===== src/rtl/uart_param_rx.sv =====
// uart_param_rx: UART receiver and frame parser that turns host register-write frames into parameter commands
// Ports:
//  i_clk          system clock
//  i_rst_n        synchronous reset, active low
//  i_rxd          UART RX line, asynchronous, idle high, 8N1, LSB first
//  o_cmd_source   {o_cmd_enable, o_cmd_address, o_cmd_data}
//  o_cmd_enable   write strobe, high ENABLE_HOLD cycles per accepted frame
//  o_cmd_address  last accepted address, held until the next accepted frame
//  o_cmd_data     last accepted data, held until the next accepted frame
//  o_frame_cnt    accepted frames, wraps
//  o_err_cnt      rejected frames, saturates at 255
// Build option UART_PARAM_CHECKSUM_EN: 5-byte frames SYNC,ADDR,DHI,DLO,CHK with CHK = ADDR^DHI^DLO;
// otherwise 4-byte frames SYNC,ADDR,DHI,DLO accepted on DLO.
module uart_param_rx #(
  parameter int         CLK_HZ      = 50_000_000,
  parameter int         BAUD        = 115_200,
  parameter logic [7:0] SYNC_BYTE   = 8'hA5,
  parameter int         ENABLE_HOLD = 2,
  parameter int         TIMEOUT_CYC = (CLK_HZ / BAUD) * 30
) (
  input  logic        i_clk,
  input  logic        i_rst_n,
  input  logic        i_rxd,
  output logic [24:0] o_cmd_source,
  output logic        o_cmd_enable,
  output logic [7:0]  o_cmd_address,
  output logic [15:0] o_cmd_data,
  output logic [7:0]  o_frame_cnt,
  output logic [7:0]  o_err_cnt
);
  localparam int DIV = CLK_HZ / BAUD;
  localparam int CW  = $clog2(DIV + 1);
  localparam int TW  = $clog2(TIMEOUT_CYC + 1);
  localparam int HW  = $clog2(ENABLE_HOLD + 1);

  typedef enum logic [1:0] {RX_IDLE, RX_START, RX_DATA, RX_STOP} rx_state_t;
  typedef enum logic [2:0] {P_HUNT, P_ADDR, P_DHI, P_DLO, P_CHK} p_state_t;

  rx_state_t     r_rx, w_rx_nxt;
  logic [1:0]    r_sync;
  logic          r_rxd_d;
  logic [CW-1:0] r_cnt;
  logic [2:0]    r_bit;
  logic [7:0]    r_shift;
  logic          w_rxd, w_half, w_full, w_byte_valid, w_frm_err;

  assign w_rxd  = r_sync[1];
  assign w_half = r_cnt == CW'(DIV / 2 - 1);
  assign w_full = r_cnt == CW'(DIV - 1);

  always_comb begin
    w_rx_nxt     = r_rx;
    w_byte_valid = 1'b0;
    w_frm_err    = 1'b0;
    case (r_rx)
      RX_IDLE:  w_rx_nxt = (r_rxd_d && !w_rxd) ? RX_START : RX_IDLE;
      RX_START: w_rx_nxt = w_half ? (w_rxd ? RX_IDLE : RX_DATA) : RX_START;
      RX_DATA:  w_rx_nxt = (w_full && r_bit == 3'd7) ? RX_STOP : RX_DATA;
      RX_STOP: begin
        w_rx_nxt     = w_full ? RX_IDLE : RX_STOP;
        w_byte_valid = w_full && w_rxd;
        w_frm_err    = w_full && !w_rxd;
      end
      default:  w_rx_nxt = RX_IDLE;
    endcase
  end

  // Bit timer restarts on every state change so START measures half a bit and DATA/STOP full bits.
  always_ff @(posedge i_clk) begin
    if (!i_rst_n) begin
      r_rx    <= RX_IDLE;
      r_sync  <= 2'b11;
      r_rxd_d <= 1'b1;
      r_cnt   <= '0;
      r_bit   <= '0;
      r_shift <= '0;
    end else begin
      r_rx    <= w_rx_nxt;
      r_sync  <= {r_sync[0], i_rxd};
      r_rxd_d <= w_rxd;
      r_cnt   <= (r_rx == RX_IDLE || w_rx_nxt != r_rx || w_full) ? '0 : r_cnt + 1'b1;
      if (r_rx == RX_DATA && w_full) begin
        r_shift <= {w_rxd, r_shift[7:1]};
        r_bit   <= r_bit + 1'b1;
      end
    end
  end

  p_state_t      r_p, w_p_nxt;
  logic [7:0]    r_addr_t, r_dhi;
  logic [TW-1:0] r_to;
  logic [HW-1:0] r_hold;
  logic [7:0]    r_addr, r_frame, r_err;
  logic [15:0]   r_data, w_data_new;
  logic          w_accept, w_reject, w_timeout;

`ifdef UART_PARAM_CHECKSUM_EN
  logic [7:0] r_dlo;
  assign w_data_new = {r_dhi, r_dlo};
`else
  assign w_data_new = {r_dhi, r_shift};
`endif

  // r_to counts cycles since the last byte only while a frame is in progress.
  assign w_timeout = r_p != P_HUNT && r_to == TW'(TIMEOUT_CYC);

  always_comb begin
    w_p_nxt  = r_p;
    w_accept = 1'b0;
    w_reject = 1'b0;
    if (w_byte_valid) begin
      case (r_p)
        P_HUNT: w_p_nxt = (r_shift == SYNC_BYTE) ? P_ADDR : P_HUNT;
        P_ADDR: w_p_nxt = P_DHI;
        P_DHI:  w_p_nxt = P_DLO;
`ifdef UART_PARAM_CHECKSUM_EN
        P_DLO:  w_p_nxt = P_CHK;
        P_CHK: begin
          w_p_nxt  = P_HUNT;
          w_accept = r_shift == (r_addr_t ^ r_dhi ^ r_dlo);
          w_reject = r_shift != (r_addr_t ^ r_dhi ^ r_dlo);
        end
`else
        P_DLO: begin
          w_p_nxt  = P_HUNT;
          w_accept = 1'b1;
        end
`endif
        default: w_p_nxt = P_HUNT;
      endcase
    end else if (r_p != P_HUNT && (w_frm_err || w_timeout)) begin
      w_p_nxt  = P_HUNT;
      w_reject = 1'b1;
    end
  end

  always_ff @(posedge i_clk) begin
    if (!i_rst_n) begin
      r_p      <= P_HUNT;
      r_addr_t <= '0;
      r_dhi    <= '0;
`ifdef UART_PARAM_CHECKSUM_EN
      r_dlo    <= '0;
`endif
      r_to     <= '0;
      r_hold   <= '0;
      r_addr   <= '0;
      r_data   <= '0;
      r_frame  <= '0;
      r_err    <= '0;
    end else begin
      r_p  <= w_p_nxt;
      r_to <= (w_p_nxt == P_HUNT || w_byte_valid) ? '0 : r_to + 1'b1;
      if (w_byte_valid && r_p == P_ADDR) r_addr_t <= r_shift;
      if (w_byte_valid && r_p == P_DHI) r_dhi <= r_shift;
`ifdef UART_PARAM_CHECKSUM_EN
      if (w_byte_valid && r_p == P_DLO) r_dlo <= r_shift;
`endif
      if (w_accept) begin
        r_addr  <= r_addr_t;
        r_data  <= w_data_new;
        r_frame <= r_frame + 1'b1;
      end
      r_hold <= w_accept ? HW'(ENABLE_HOLD) : (r_hold != '0 ? r_hold - 1'b1 : r_hold);
      if (w_reject && r_err != 8'hFF) r_err <= r_err + 1'b1;
    end
  end

  assign o_cmd_enable  = r_hold != '0;
  assign o_cmd_address = r_addr;
  assign o_cmd_data    = r_data;
  assign o_cmd_source  = {o_cmd_enable, r_addr, r_data};
  assign o_frame_cnt   = r_frame;
  assign o_err_cnt     = r_err;
endmodule


===== config.mk =====
export PLATFORM = sky130hd
export DESIGN_NAME = uart_param_rx
export DESIGN_NICKNAME = d
export VERILOG_FILES = /design/src/rtl/uart_param_rx.sv
export SDC_FILE = /design/constraint.sdc
export NUM_CORES = 1
export LEC_CHECK = 0
export CORE_AREA = 2 2 90 92
export CTS_BUF_LIST = sky130_fd_sc_hd__clkbuf_4 sky130_fd_sc_hd__clkbuf_8
export DETAILED_ROUTE_END_ITERATION = 10
export DIE_AREA = 0 0 92 94
export PLACE_DENSITY = 0.84
export RECOVER_POWER = 25
export SYNTH_ARGS = -nofsm -noshare
export SYNTH_HDL_FRONTEND = slang
export SYNTH_SLANG_ARGS = --single-unit

===== constraint.sdc =====
create_clock -name i_clk -period 5.3 [get_ports i_clk]
set_clock_uncertainty 0.1 [all_clocks]
set_input_delay 0.795 -clock i_clk [delete_from_list [all_inputs] [get_ports i_clk]]
set_output_delay 0.795 -clock i_clk [all_outputs]
set_load 0.05 [all_outputs]

==> metrics list <==
* Deepest level of the CTS H-tree: 3
* Compound-gate portion of the synthesized area: 7.29%
- Measured along the x axis, the die boundary spans 92 µm.
- For this design the static power due to leakage is 1.87 nW.
* Cells on Worst Hold Path: 1
- The tool flagged a number of max-cap violations equal to 1.
* Post-synthesis instance area: 4450 µm²
- Pin placement for this block handled 69 I/O pins.
* Share of the synthesized netlist area taken by xor and xnor gates: 4.33%
* Dominant delay contributor by cell family on the critical path: simple AND/OR/NAND/NOR gates
- After detailed placement, the total cell area comes to approximately 4900 µm².
- Clock-pin slew was measured on the worst setup and hold paths at 90 ps.
* CP Data Arrival Time: roughly 4000 ps
* Worst path bufs/invs: 0
* Maximum number of pins on one net before global-route repair: 67
* Area growth, synth to finish: 14.6%
- The number of antenna violations at the first check in global routing came to 0.
* Final Wtd Congestion: 0.832
- Total gr overflow: 0
- The run finished, with violations left.
- Routed vias/inst: 5.33
- Setup repair after global routing left no endpoint under its margin.
- For this run, the register share of the synthesized area comes to 45.0%.
- After routing, the total negative slack on setup checks comes to 0 ps.
- Largest stage delay on the critical path: 1570 ps
- The final critical path takes up 70.1% of the cycle.
- Number of cells on the worst reg-to-reg path: 6
- In the synthesized netlist the async set-or-reset flop fraction comes to 0%.
- In this run the most critical hold path is launched from r_sync[0]$_SDFF_PN1_.
- Buffers inserted during clock tree synthesis total 9.
- Clock Path Buffers: 2
* Clk Latency, worst-skew pair: 370 ps
* Post-route DRC: 0
- The core region is 7610 µm².
- Synthesized net count: around 500
- During synthesis, Yosys emitted a total of 0 warnings.
* Path type of the worst setup path: reg2reg
* Relative max-transition margin: -39.6%
- Crit path max fanout: 33
- Std-Cell Rows: 32
* Max IR drop VDD: 0.169 mV
* Worst min-delay path class: reg2reg
* Net count reported at finish: 531
* Top post-synthesis cells by area: sky130_fd_sc_hd__dfxtp_1, sky130_fd_sc_hd__mux2i_1, sky130_fd_sc_hd__nand2_1, sky130_fd_sc_hd__nor2_1, sky130_fd_sc_hd__buf_4
- Synth Register Bits: 100
- Detailed placement finished with a half-perimeter wire length of ~5600 µm.
- Setup violations remaining at the end of the flow were counted as 0.
- Total detailed-routing wirelength: slightly above 8000 µm
- Among all stages on the critical path, the largest delay is contributed by sky130_fd_sc_hd__nor2_1.
- Violated checks: max-capacitance violations, max-slew violations
- Measured along the y axis, the die boundary spans 94 µm.
* Reg-to-reg critical path endpoint: o_frame_cnt[7]$_SDFFE_PN0P_
- Ys flop type: sky130_fd_sc_hd__dfxtp_1
- Drt wl/cell: between 10 and 15 µm
- Destination of the worst hold path: r_sync[1]$_SDFF_PN1_
* Fin area: 5100 µm²
- Critical path cell sequence: ha_1 -> nand4bb_1 -> or4_4 -> nor2_1 -> and4_1 -> mux2i_1
- Power spread over the standard cell area amounts to 249 nW/µm².
- Count of port buffers added during placement: 68
- DRT Pass-1 Iters: 5
- Number of flops mapped to enable cells by yosys: 0
* Post-CTS setup buffer count: 0
- The final route contains between 3000 and 4000 vias.
- Post-synthesis share of cell area spent on full adders, half adders and majority gates: 2.53%
* CTS Hold Bufs: 0
* Clock sink count: 100
- Once the floorplan was initialized, standard cells occupied 58.5% of the core.
- The final number of max-transition violations is 34.
- Once detail routing completed, the nets flagged for antenna violations numbered 0.
- The average instance in the mapped netlist occupies 9.13 µm².
* Combined global-route utilization of all metal layers: between 10% and 20%
- The number of gates resized after CTS was 0.
- For the worst setup path, the data required time is 5500 ps.
- The setup check on the worst reg-to-reg path leaves a slack of around 1600 ps.
* Area share of the leading cell type in the synthesized netlist: a little under half
* TritonCTS clock tree: built
- Largest family of logic cells by synthesized area: simple AND/OR/NAND/NOR gates
* Share of post-route cells with drive strength above 1: 6.49%
- For the pin with the worst max-slew slack, the measured transition is 2090 ps.
- Setup crit start kind: register
- STA classifies the critical path endpoint as a register.
* Clock period minus final worst setup slack: 3710 ps
- Summed over all instances, the cell type with the most area after synthesis is sky130_fd_sc_hd__dfxtp_1.
- Clock Root Buffer: sky130_fd_sc_hd__clkbuf_8
* Total Die Area: around 8600 µm²
- For this run, the top clock speed supported by timing is 269 MHz.
* Mapped Cells: between 400 and 500
* Final Hold Vio Count: 0
- Proportion of synthesized area in mux cells: 7.79%
- In this run, the number of DRC markers left after iteration 0 of detailed routing was 120.
* Synthesized-area fraction occupied by and/or/nand/nor cells: between 20% and 30%
- Crit Reg-Reg Startpoint: r_cnt[0]$_SDFF_PP0_
* Distinct cell type count after synthesis: 58
- The number of global-route vias before repair came to 3246.
- Number of antenna repair diodes: 0
- Global-route wire length before repair: 13800 µm
-- cell type report --
type / count / area (µm²)
multi-input combinational: 329 / 2030
sequential: 100 / 2000
inverter: 10 / 37.5
clock buffer: 10 / 138
clock inverter: 6 / 71.3
fill: 644 / 2510
tap: 102 / 128
timing repair buffer: 69 / 688
-- cells in the final DEF, fill, tap and decap left out, drive strengths merged, types with 3 or more instances in the layout --
cell / count
nand2b: 10
nor3: 4
xor2: 12
and4: 3
clkbuf: 10
o31ai: 8
nand2: 71
clkdlybuf4s50: 41
nand4: 11
nor2: 61
mux2i: 32
dfxtp: 100
inv: 12
dlygate4sd3: 27
and3: 11
nand3: 11
or4: 7
ha: 9
a21oi: 38
and2: 3
xnor2: 10
-- stage by stage --
| stage | utilization (%) | instances | hold WS, ps | setup slack [ps] | total power (W) |
|---|---|---|---|---|---|
| 3_3_place_gp | 64.4 | 610 | 294 | 2000 | 0.000788 |
| 2_1_floorplan | - | 487 | 286 | 3060 | 0.000788 |
| 4_1_cts | 67.1 | 626 | 320 | 2290 | 0.00128 |
| 3_5_place_dp | 64.4 | 610 | 298 | 1890 | 0.000789 |
| 5_1_grt | 67.0 | 626 | 336 | 1400 | 0.00132 |
| 6_report | 67.0 | 626 | 318 | 1590 | 0.00127 |
-- where the power goes --
group | internal, W | switching, W
combinational | 0.00000383 | 0.0000123
clock | 0.000235 | 0.000263
sequential | 0.000752 | 0.00000242
-- state kept, by name (all words and copies together), names as in the netlist --
register       cells
o_cmd_address      8
r_shift            8
r_sync             2
r_rxd_d            1
r_p                3
r_rx               2
r_hold             2
o_frame_cnt        8
r_cnt              9
o_err_cnt          8
o_cmd_data        16
r_bit              3
r_addr_t           8
r_dhi              8
r_to              14
-- Yosys cell counts (2+ instances only) --
| cell type | n |
|---|---|
| sky130_fd_sc_hd__nand4_1 | 9 |
| sky130_fd_sc_hd__o21ai_0 | 2 |
| sky130_fd_sc_hd__nand4b_1 | 2 |
| sky130_fd_sc_hd__ha_1 | 9 |
| sky130_fd_sc_hd__a21oi_1 | 37 |
| sky130_fd_sc_hd__dfxtp_1 | 100 |
| sky130_fd_sc_hd__and3_1 | 10 |
| sky130_fd_sc_hd__buf_6 | 3 |
| sky130_fd_sc_hd__nand3_1 | 11 |
| sky130_fd_sc_hd__clkbuf_1 | 8 |
| sky130_fd_sc_hd__or4_1 | 6 |
| sky130_fd_sc_hd__nor3_1 | 3 |
| sky130_fd_sc_hd__buf_4 | 27 |
| sky130_fd_sc_hd__nand2_1 | 71 |
| sky130_fd_sc_hd__nor4bb_1 | 2 |
| sky130_fd_sc_hd__and4_1 | 2 |
| sky130_fd_sc_hd__xnor2_1 | 10 |
| sky130_fd_sc_hd__inv_1 | 10 |
| sky130_fd_sc_hd__buf_2 | 5 |
| sky130_fd_sc_hd__xor2_1 | 12 |
| sky130_fd_sc_hd__nand2b_1 | 10 |
| sky130_fd_sc_hd__nor2_1 | 60 |
| sky130_fd_sc_hd__clkbuf_8 | 4 |
| sky130_fd_sc_hd__mux2i_1 | 32 |
| sky130_fd_sc_hd__o31ai_1 | 7 |
| sky130_fd_sc_hd__nor4_1 | 2 |
| sky130_fd_sc_hd__and2_1 | 2 |
-- cell families after synthesis --
family	after synthesis
adders and majority gates	9
muxes	34
and+or+nand+nor	209
AOI/OAI and AO/OA	55
buffers and inverters	58
DFF	100
xor gates and xnor gates	22
-- metal layers --
| metal | up-vias | part of all wire [%] | global-route usage [%] | wire, µm |
|---|---|---|---|---|
| li1 | 1689 | - | - | - |
| met1 | 1555 | 42 | 21.7 | 3430 |
| met2 | 77 | 51 | 35.8 | 4110 |
| met3 | 17 | 4.7 | 5.86 | 380 |
| met4 | 0 | 2.0 | 7.46 | 165 |
| met5 | - | 0 | 0 | 0 |
-- worst max-delay path by stage --
stage / startpoint / endpoint / slack, ps / cells past startpoint
3_5_place_dp: i_rst_n / r_to[3]$_SDFF_PP0_ / 1890 / 5
6_report: r_cnt[0]$_SDFF_PP0_ / o_frame_cnt[7]$_SDFFE_PN0P_ / 1590 / 6
2_1_floorplan: r_cnt[0]$_SDFF_PP0_ / o_err_cnt[4]$_SDFFE_PN0P_ / 3060 / 6
4_1_cts: i_rst_n / r_to[3]$_SDFF_PP0_ / 2290 / 5
3_3_place_gp: i_rst_n / r_to[4]$_SDFF_PP0_ / 2000 / 5
5_1_grt: r_cnt[0]$_SDFF_PP0_ / o_frame_cnt[7]$_SDFFE_PN0P_ / 1400 / 6
Note: power is estimated with default switching activity, not from simulation.
